--- config.mk ---
export PLATFORM = sky130hd
export DESIGN_NAME = matmul_sequencer
export DESIGN_NICKNAME = d
export VERILOG_FILES = /design/src/rtl/matmul_pkg.sv /design/src/rtl/matmul_idx_counter.sv /design/src/rtl/matmul_sequencer.sv
export SDC_FILE = /design/constraint.sdc
export NUM_CORES = 1
export LEC_CHECK = 0
export ABC_CLOCK_PERIOD_IN_PS = 2000
export CAP_MARGIN = 10
export CORE_AREA = 3 3 49 51
export CTS_CLUSTER_DIAMETER = 50
export DETAILED_ROUTE_END_ITERATION = 8
export DIE_AREA = 0 0 52 54
export MAX_ROUTING_LAYER = met4
export PLACE_DENSITY = 0.76
export SYNTH_ARGS = -nofsm -noshare
export SYNTH_HDL_FRONTEND = slang
export SYNTH_HIERARCHICAL = 1
export SYNTH_SLANG_ARGS = --single-unit
--- constraint.sdc ---
create_clock -name clk -period 2 [get_ports clk]
set_input_delay 0.5 -clock clk [delete_from_list [all_inputs] [get_ports clk]]
set_output_delay 0.5 -clock clk [all_outputs]
set_load 0.005 [all_outputs]
--- src/rtl/matmul_pkg.sv ---
// ============================================================================
// Module      : matmul_pkg
// Description : Shared definitions for the matrix-multiply sequencer:
//               sequencer state encoding, default matrix dimension and the
//               index/address widths derived from it.
// Revision    : 1.0 - initial release
// ============================================================================
`default_nettype none

package matmul_pkg;

    // Default matrix dimension (N x N operands).
    localparam int MATMUL_N = 3;

    // Width of one loop index (i, j or k) for the default dimension.
    localparam int IDX_W = $clog2(MATMUL_N);

    // Width of an A/B/C buffer address for the default dimension.
    localparam int ADDR_W = $clog2(MATMUL_N * MATMUL_N);

    // Sequencer states.
    typedef enum logic [2:0] {
        IDLE  = 3'd0,
        FETCH = 3'd1,
        DRAIN = 3'd2,
        WRITE = 3'd3,
        DONE  = 3'd4
    } seq_state_t;

endpackage : matmul_pkg

`default_nettype wire

--- src/rtl/matmul_idx_counter.sv ---
// ============================================================================
// Module      : matmul_idx_counter
// Description : Nested (i, j, k) loop counter for the matrix multiply.
//               k is the inner dot-product index; (i, j) selects the output
//               element and advances row-major, j fastest.
// Revision    : 1.0 - initial release
//
// Ports:
//   clk      in   system clock
//   rst      in   asynchronous active-high reset
//   clr      in   clear i, j, k to 0 (highest priority)
//   inc_k    in   advance k, wrapping to 0 after N-1
//   inc_ij   in   advance j, wrapping into i; (N-1, N-1) wraps to (0, 0)
//   i, j, k  out  current loop indices
//   last_k   out  k == N-1
//   last_ij  out  (i, j) == (N-1, N-1)
// ============================================================================
`default_nettype none

module matmul_idx_counter
    import matmul_pkg::*;
#(
    parameter int N  = MATMUL_N,
    parameter int IW = $clog2(N)
) (
    input  logic          clk,
    input  logic          rst,
    input  logic          clr,
    input  logic          inc_k,
    input  logic          inc_ij,
    output logic [IW-1:0] i,
    output logic [IW-1:0] j,
    output logic [IW-1:0] k,
    output logic          last_k,
    output logic          last_ij
);

    localparam logic [IW-1:0] IDX_LAST = IW'(N - 1);
    localparam logic [IW-1:0] IDX_ONE  = IW'(1);

    assign last_k  = (k == IDX_LAST);
    assign last_ij = (i == IDX_LAST) && (j == IDX_LAST);

    always_ff @(posedge clk or posedge rst) begin
        if (rst) begin
            i <= '0;
            j <= '0;
            k <= '0;
        end else if (clr) begin
            i <= '0;
            j <= '0;
            k <= '0;
        end else begin
            if (inc_k) begin
                k <= last_k ? '0 : k + IDX_ONE;
            end
            if (inc_ij) begin
                if (j == IDX_LAST) begin
                    j <= '0;
                    i <= (i == IDX_LAST) ? '0 : i + IDX_ONE;
                end else begin
                    j <= j + IDX_ONE;
                end
            end
        end
    end

endmodule : matmul_idx_counter

`default_nettype wire

--- src/rtl/matmul_sequencer.sv ---
// ============================================================================
// Module      : matmul_sequencer
// Description : Sequences one square matrix multiply C = A x B over a single
//               shared MAC. Walks the (i, j, k) loop nest, issues A/B buffer
//               reads, drives the MAC enable / first-product strobes and
//               writes each finished dot product into the C buffer. Pulses
//               done after the last of the N*N results is written.
// Revision    : 1.0 - initial release
//
// Optional feature macro:
//   MATMUL_SEQ_PERF_EN - adds a 32-bit cycle_cnt output counting busy cycles
//                        of the most recent run.
//
// Ports:
//   clk        in   system clock
//   rst        in   asynchronous active-high reset (aborts a run)
//   start      in   begin a multiply; honoured only when idle
//   busy       out  sequencer is not idle
//   done       out  one-cycle pulse after the last C write
//   rd_en      out  A/B buffer read strobe (1-cycle read latency)
//   a_addr     out  A read address, i*N + k
//   b_addr     out  B read address, k*N + j
//   mac_en     out  MAC enable, aligned with A/B read data
//   mac_first  out  MAC loads the product instead of accumulating
//   c_we       out  C buffer write strobe; MAC result valid
//   c_addr     out  C write address, i*N + j
//   cycle_cnt  out  busy cycles of the last run (MATMUL_SEQ_PERF_EN only)
// ============================================================================
`default_nettype none

module matmul_sequencer
    import matmul_pkg::*;
#(
    parameter int N  = MATMUL_N,
    parameter int AW = $clog2(N * N)
) (
    input  logic          clk,
    input  logic          rst,
    input  logic          start,
    output logic          busy,
    output logic          done,
    output logic          rd_en,
    output logic [AW-1:0] a_addr,
    output logic [AW-1:0] b_addr,
    output logic          mac_en,
    output logic          mac_first,
    output logic          c_we,
    output logic [AW-1:0] c_addr
`ifdef MATMUL_SEQ_PERF_EN
    ,
    output logic [31:0]   cycle_cnt
`endif
);

    localparam int            IW   = $clog2(N);
    localparam logic [AW-1:0] N_AW = AW'(N);

    seq_state_t    state;
    seq_state_t    state_nxt;

    logic          clr;
    logic          inc_k;
    logic          inc_ij;
    logic [IW-1:0] i;
    logic [IW-1:0] j;
    logic [IW-1:0] k;
    logic          last_k;
    logic          last_ij;

    logic [AW-1:0] i_ext;
    logic [AW-1:0] j_ext;
    logic [AW-1:0] k_ext;

    // ------------------------------------------------------------------
    // Loop-nest counter
    // ------------------------------------------------------------------
    matmul_idx_counter #(
        .N  (N),
        .IW (IW)
    ) u_idx (
        .clk     (clk),
        .rst     (rst),
        .clr     (clr),
        .inc_k   (inc_k),
        .inc_ij  (inc_ij),
        .i       (i),
        .j       (j),
        .k       (k),
        .last_k  (last_k),
        .last_ij (last_ij)
    );

    // ------------------------------------------------------------------
    // State register
    // ------------------------------------------------------------------
    always_ff @(posedge clk or posedge rst) begin
        if (rst) begin
            state <= IDLE;
        end else begin
            state <= state_nxt;
        end
    end

    // ------------------------------------------------------------------
    // Next state and state-decoded strobes
    // ------------------------------------------------------------------
    always_comb begin
        state_nxt = state;
        clr       = 1'b0;
        inc_k     = 1'b0;
        inc_ij    = 1'b0;
        rd_en     = 1'b0;
        c_we      = 1'b0;
        done      = 1'b0;

        case (state)
            IDLE: begin
                if (start) begin
                    clr       = 1'b1;
                    state_nxt = FETCH;
                end
            end
            FETCH: begin
                rd_en = 1'b1;
                // k wraps back to 0 on its last step, ready for the next element.
                inc_k = 1'b1;
                if (last_k) begin
                    state_nxt = DRAIN;
                end
            end
            DRAIN: begin
                // The final product reaches the MAC during this cycle.
                state_nxt = WRITE;
            end
            WRITE: begin
                c_we   = 1'b1;
                inc_ij = 1'b1;
                state_nxt = last_ij ? DONE : FETCH;
            end
            DONE: begin
                done      = 1'b1;
                state_nxt = IDLE;
            end
            default: begin
                state_nxt = IDLE;
            end
        endcase
    end

    assign busy = (state != IDLE);

    // ------------------------------------------------------------------
    // Address arithmetic; addresses are held at 0 outside their strobes
    // so an idle or reset sequencer presents an all-zero interface.
    // ------------------------------------------------------------------
    assign i_ext = AW'(i);
    assign j_ext = AW'(j);
    assign k_ext = AW'(k);

    assign a_addr = rd_en ? (i_ext * N_AW + k_ext) : '0;
    assign b_addr = rd_en ? (k_ext * N_AW + j_ext) : '0;
    assign c_addr = c_we  ? (i_ext * N_AW + j_ext) : '0;

    // ------------------------------------------------------------------
    // MAC control: one cycle behind the read strobe so it lines up with
    // the buffer read data.
    // ------------------------------------------------------------------
    always_ff @(posedge clk or posedge rst) begin
        if (rst) begin
            mac_en    <= 1'b0;
            mac_first <= 1'b0;
        end else begin
            mac_en    <= rd_en;
            mac_first <= rd_en && (k == '0);
        end
    end

`ifdef MATMUL_SEQ_PERF_EN
    // ------------------------------------------------------------------
    // Busy-cycle counter. It also counts the DONE cycle, so once back in
    // IDLE it holds the full start-to-done latency until the next start.
    // ------------------------------------------------------------------
    always_ff @(posedge clk or posedge rst) begin
        if (rst) begin
            cycle_cnt <= 32'd0;
        end else if ((state == IDLE) && start) begin
            cycle_cnt <= 32'd0;
        end else if (state != IDLE) begin
            cycle_cnt <= cycle_cnt + 32'd1;
        end
    end
`endif

endmodule : matmul_sequencer

`default_nettype wire

==> out/results.txt <==
Crit path DAT: 2.05 ns
Most common cell on crit path: fa_1
CTS Buf Count: 3
Global-route wire length before repair: 3640 um
Syn_area_per_cell: 9.68 um2
Register bit total from synthesis: 11
Crit-path max cell delay: 0.55 ns
Crit path max fanout: 2
Overall Global Routing Usage: 17.8%
Std cell rows: 16
Final worst-path cycle share: 127%
Total routed wirelength: 2600 um
Required time of the worst setup path: 1.50 ns
CTS root buf: clkbuf_4
CP top delay family: adder cells
Fillers: 135
H-Tree Depth: 1
Detailed Routing Iterations Pass 1: 4
Die ar.: 0.00281 mm2
Max Clk Rate: 393 MHz
Port Buf Inserts: 20
Final HPWL DP: 1600 um
CP Launch Type: register
Ys Warns: 6
Worst-margin pin slew: 0.297 ns
Violated checks: negative setup slack
Post-Synth XOR/XNOR Area: 1.97%
Post-synth ARST share: 100%
Fin worst setup slack: -0.547 ns
Syn Inst Count: 92
Post-synth top area share: 30.9%
Synthesized Nets: 108
Reg area: 277 um2
Inst Count DP: 156
Seq/Total Area, Yosys: 30.9%
Top Ports: 21
Area of the multi-input gates: 674 um2
Gpl congestion: 0.763
Cell Pwr Density: 1510 mW/mm2
CTS tree: yes
Layout Nets: 161
Total global routing overflow: 0
Final non-filler cell total: 171
Lkg Pwr: 0.707 nW
Slew Viols, Final: 0
Worst Path Buf+Inv: 1
Worst-path clk slew: 0.07 ns
Final hold viol count: 0
Post-synthesis mux area share: 4.07%
Setup violators final: 11
Syn-to-layout area delta: 65.0%
CP Capture Type: output port
Kind of critical path: register to output port
Via-to-Cell Ratio: 5.06
Clk_skew: 0.00184 ns
Hold Path Class: input port to asynchronous set/reset pin
CTS sink cnt: 11
Diode count: 0
Share of cells above drive strength 1: 50.7%
Layout Utilization: 74.2%
Initial DRC count: 17
Most frequent cells after synthesis: inv_1 (12), dfrtp_1 (11), and2_1 (9), ha_1 (9), a21oi_1 (8)
Die width: 52 um
Initial antenna violation count: 0
Synth area leaders: dfrtp_1 (31%), ha_1 (13%), fa_1 (9.0%)
Max Cap Viol: 0
Clock insertion delay at the later pin of the skew report: 0.27 ns
Compound-gate portion of the synthesized area: 6.88%
Most common cell in the netlist: inv_1
Post-route minimum period: 2.55 ns
EDFF count, synth: 0
Effective utilization at floorplan: 44.9%
CTS Buffer Depth: 2
Routed length per instance: 15.2 um
Reg-to-reg slack, setup: 0.40 ns
Adder-cell area share of the yosys netlist: 21.6%
Slowest CP cell: fa_1
Via count of the first global-routing pass: 792
Post-synthesis simple-gate area fraction: 28.9%
Ys flop type: dfrtp_1
RSZ-0062 raised after global routing: true
Mapped cell area: 891 um2
Main combinational cell family by area after synthesis: simple AND/OR/NAND/NOR gates
Yosys top cell by area: dfrtp_1
Core area: 0.00198 mm2
Largest net degree at the start of global routing: 16
Outcome: finished, violations left
CP cell instances: fa_1 -> ha_2 -> fa_1 -> and2_1 -> buf_2
Max VDD drop: 1.03 mV
Slew HR: 80.0%
Post-CTS Hold Buffers: 0
Remaining DRCs: 0
Die Y: 54 um
DRT antenna net count: 0
Vias: 866
Synth cell types: 30
==> kinds of logic after synthesis <==
family,count (synthesis)
simple gates,39
buf+inv,13
fa+ha+maj,13
compound gates,11
flops,11
mux,3
xor+xnor,2
==> stage by stage <==
stage / setup slack, ns / setup TNS (ns) / hold slack, ns / power [mW] / cell area [um2]
final: -0.547 / -3.78 / 0.470 / 2.22 / 1470
after global routing: -0.666 / -4.49 / 0.474 / 2.40 / 1470
after CTS: -0.555 / -3.67 / 0.465 / 1.88 / 1350
after detailed placement: -0.637 / -4.26 / 0.573 / 1.67 / 1270
after global placement: -0.643 / -4.17 / 0.567 / 1.66 / 1270
after floorplan: -0.175 / -0.490 / 0.279 / 1.00 / 911
==> routing by layer <==
metal | routed length (um) | part of all wire, % | GRT usage, % | up-vias
met1 | 1030 | 40 | 21.7 | 426
met4 | 31 | 1.2 | 1.31 | 0
li1 | - | - | - | 410
met2 | 1390 | 54 | 31.8 | 26
met5 | 0 | 0 | - | -
met3 | 135 | 5.2 | 3.60 | 4
==> registers in the layout, summed over array words and instances (netlist names) <==
| name | flops |
|---|---|
| u_idx/k | 2 |
| state | 3 |
| u_idx/i | 2 |
| u_idx/j | 2 |
| mac_first | 1 |
| mac_en | 1 |
==> repair_timing <==
| item | in CTS | in global routing |
|---|---|---|
| pin swaps | 15 | 13 |
| endpoints found under the setup margin | 16 | 14 |
| resized for setup | 61 | 24 |
| setup buffers | 6 | 8 |
==> final cells by class <==
| cell class | count | share of cell area (%) |
|---|---|---|
| clock buffers | 4 | 1.79 |
| multi-input cells | 68 | 45.9 |
| repair buffers | 49 | 27.8 |
| inverters | 12 | 3.40 |
| well taps | 27 | 2.30 |
| flip-flops and latches | 11 | 18.8 |
==> cell usage in the layout, fill, tap and decap left out, types with 4 or more instances in the layout <==
| master | count |
|---|---|
| nand2b_1 | 4 |
| clkdlybuf4s50_1 | 4 |
| inv_1 | 6 |
| ha_4 | 5 |
| dfrtp_1 | 10 |
| a21oi_1 | 5 |
| buf_2 | 8 |
| buf_4 | 22 |
| inv_2 | 4 |
| nor2_1 | 4 |
| and2_1 | 6 |
| buf_6 | 10 |
==> power by group <==
| part | switching, mW | internal (mW) |
|---|---|---|
| logic | 0.696 | 0.991 |
| clock network | 0.0774 | 0.0771 |
| registers | 0.0707 | 0.308 |
==> worst paths after layout <==
check / depth (start not counted) / to / from
max: 5 / b_addr[2] / u_idx/k[1]
min: 2 / mac_en / rst
max reg2reg: 6 / u_idx/k[0] / state[2]
min reg2reg: 2 / state[0] / state[2]
max in group asynchronous: 2 / u_idx/k[0] / rst
min in group clk: 2 / state[0] / state[2]
Note: power is estimated with default switching activity, not from simulation.
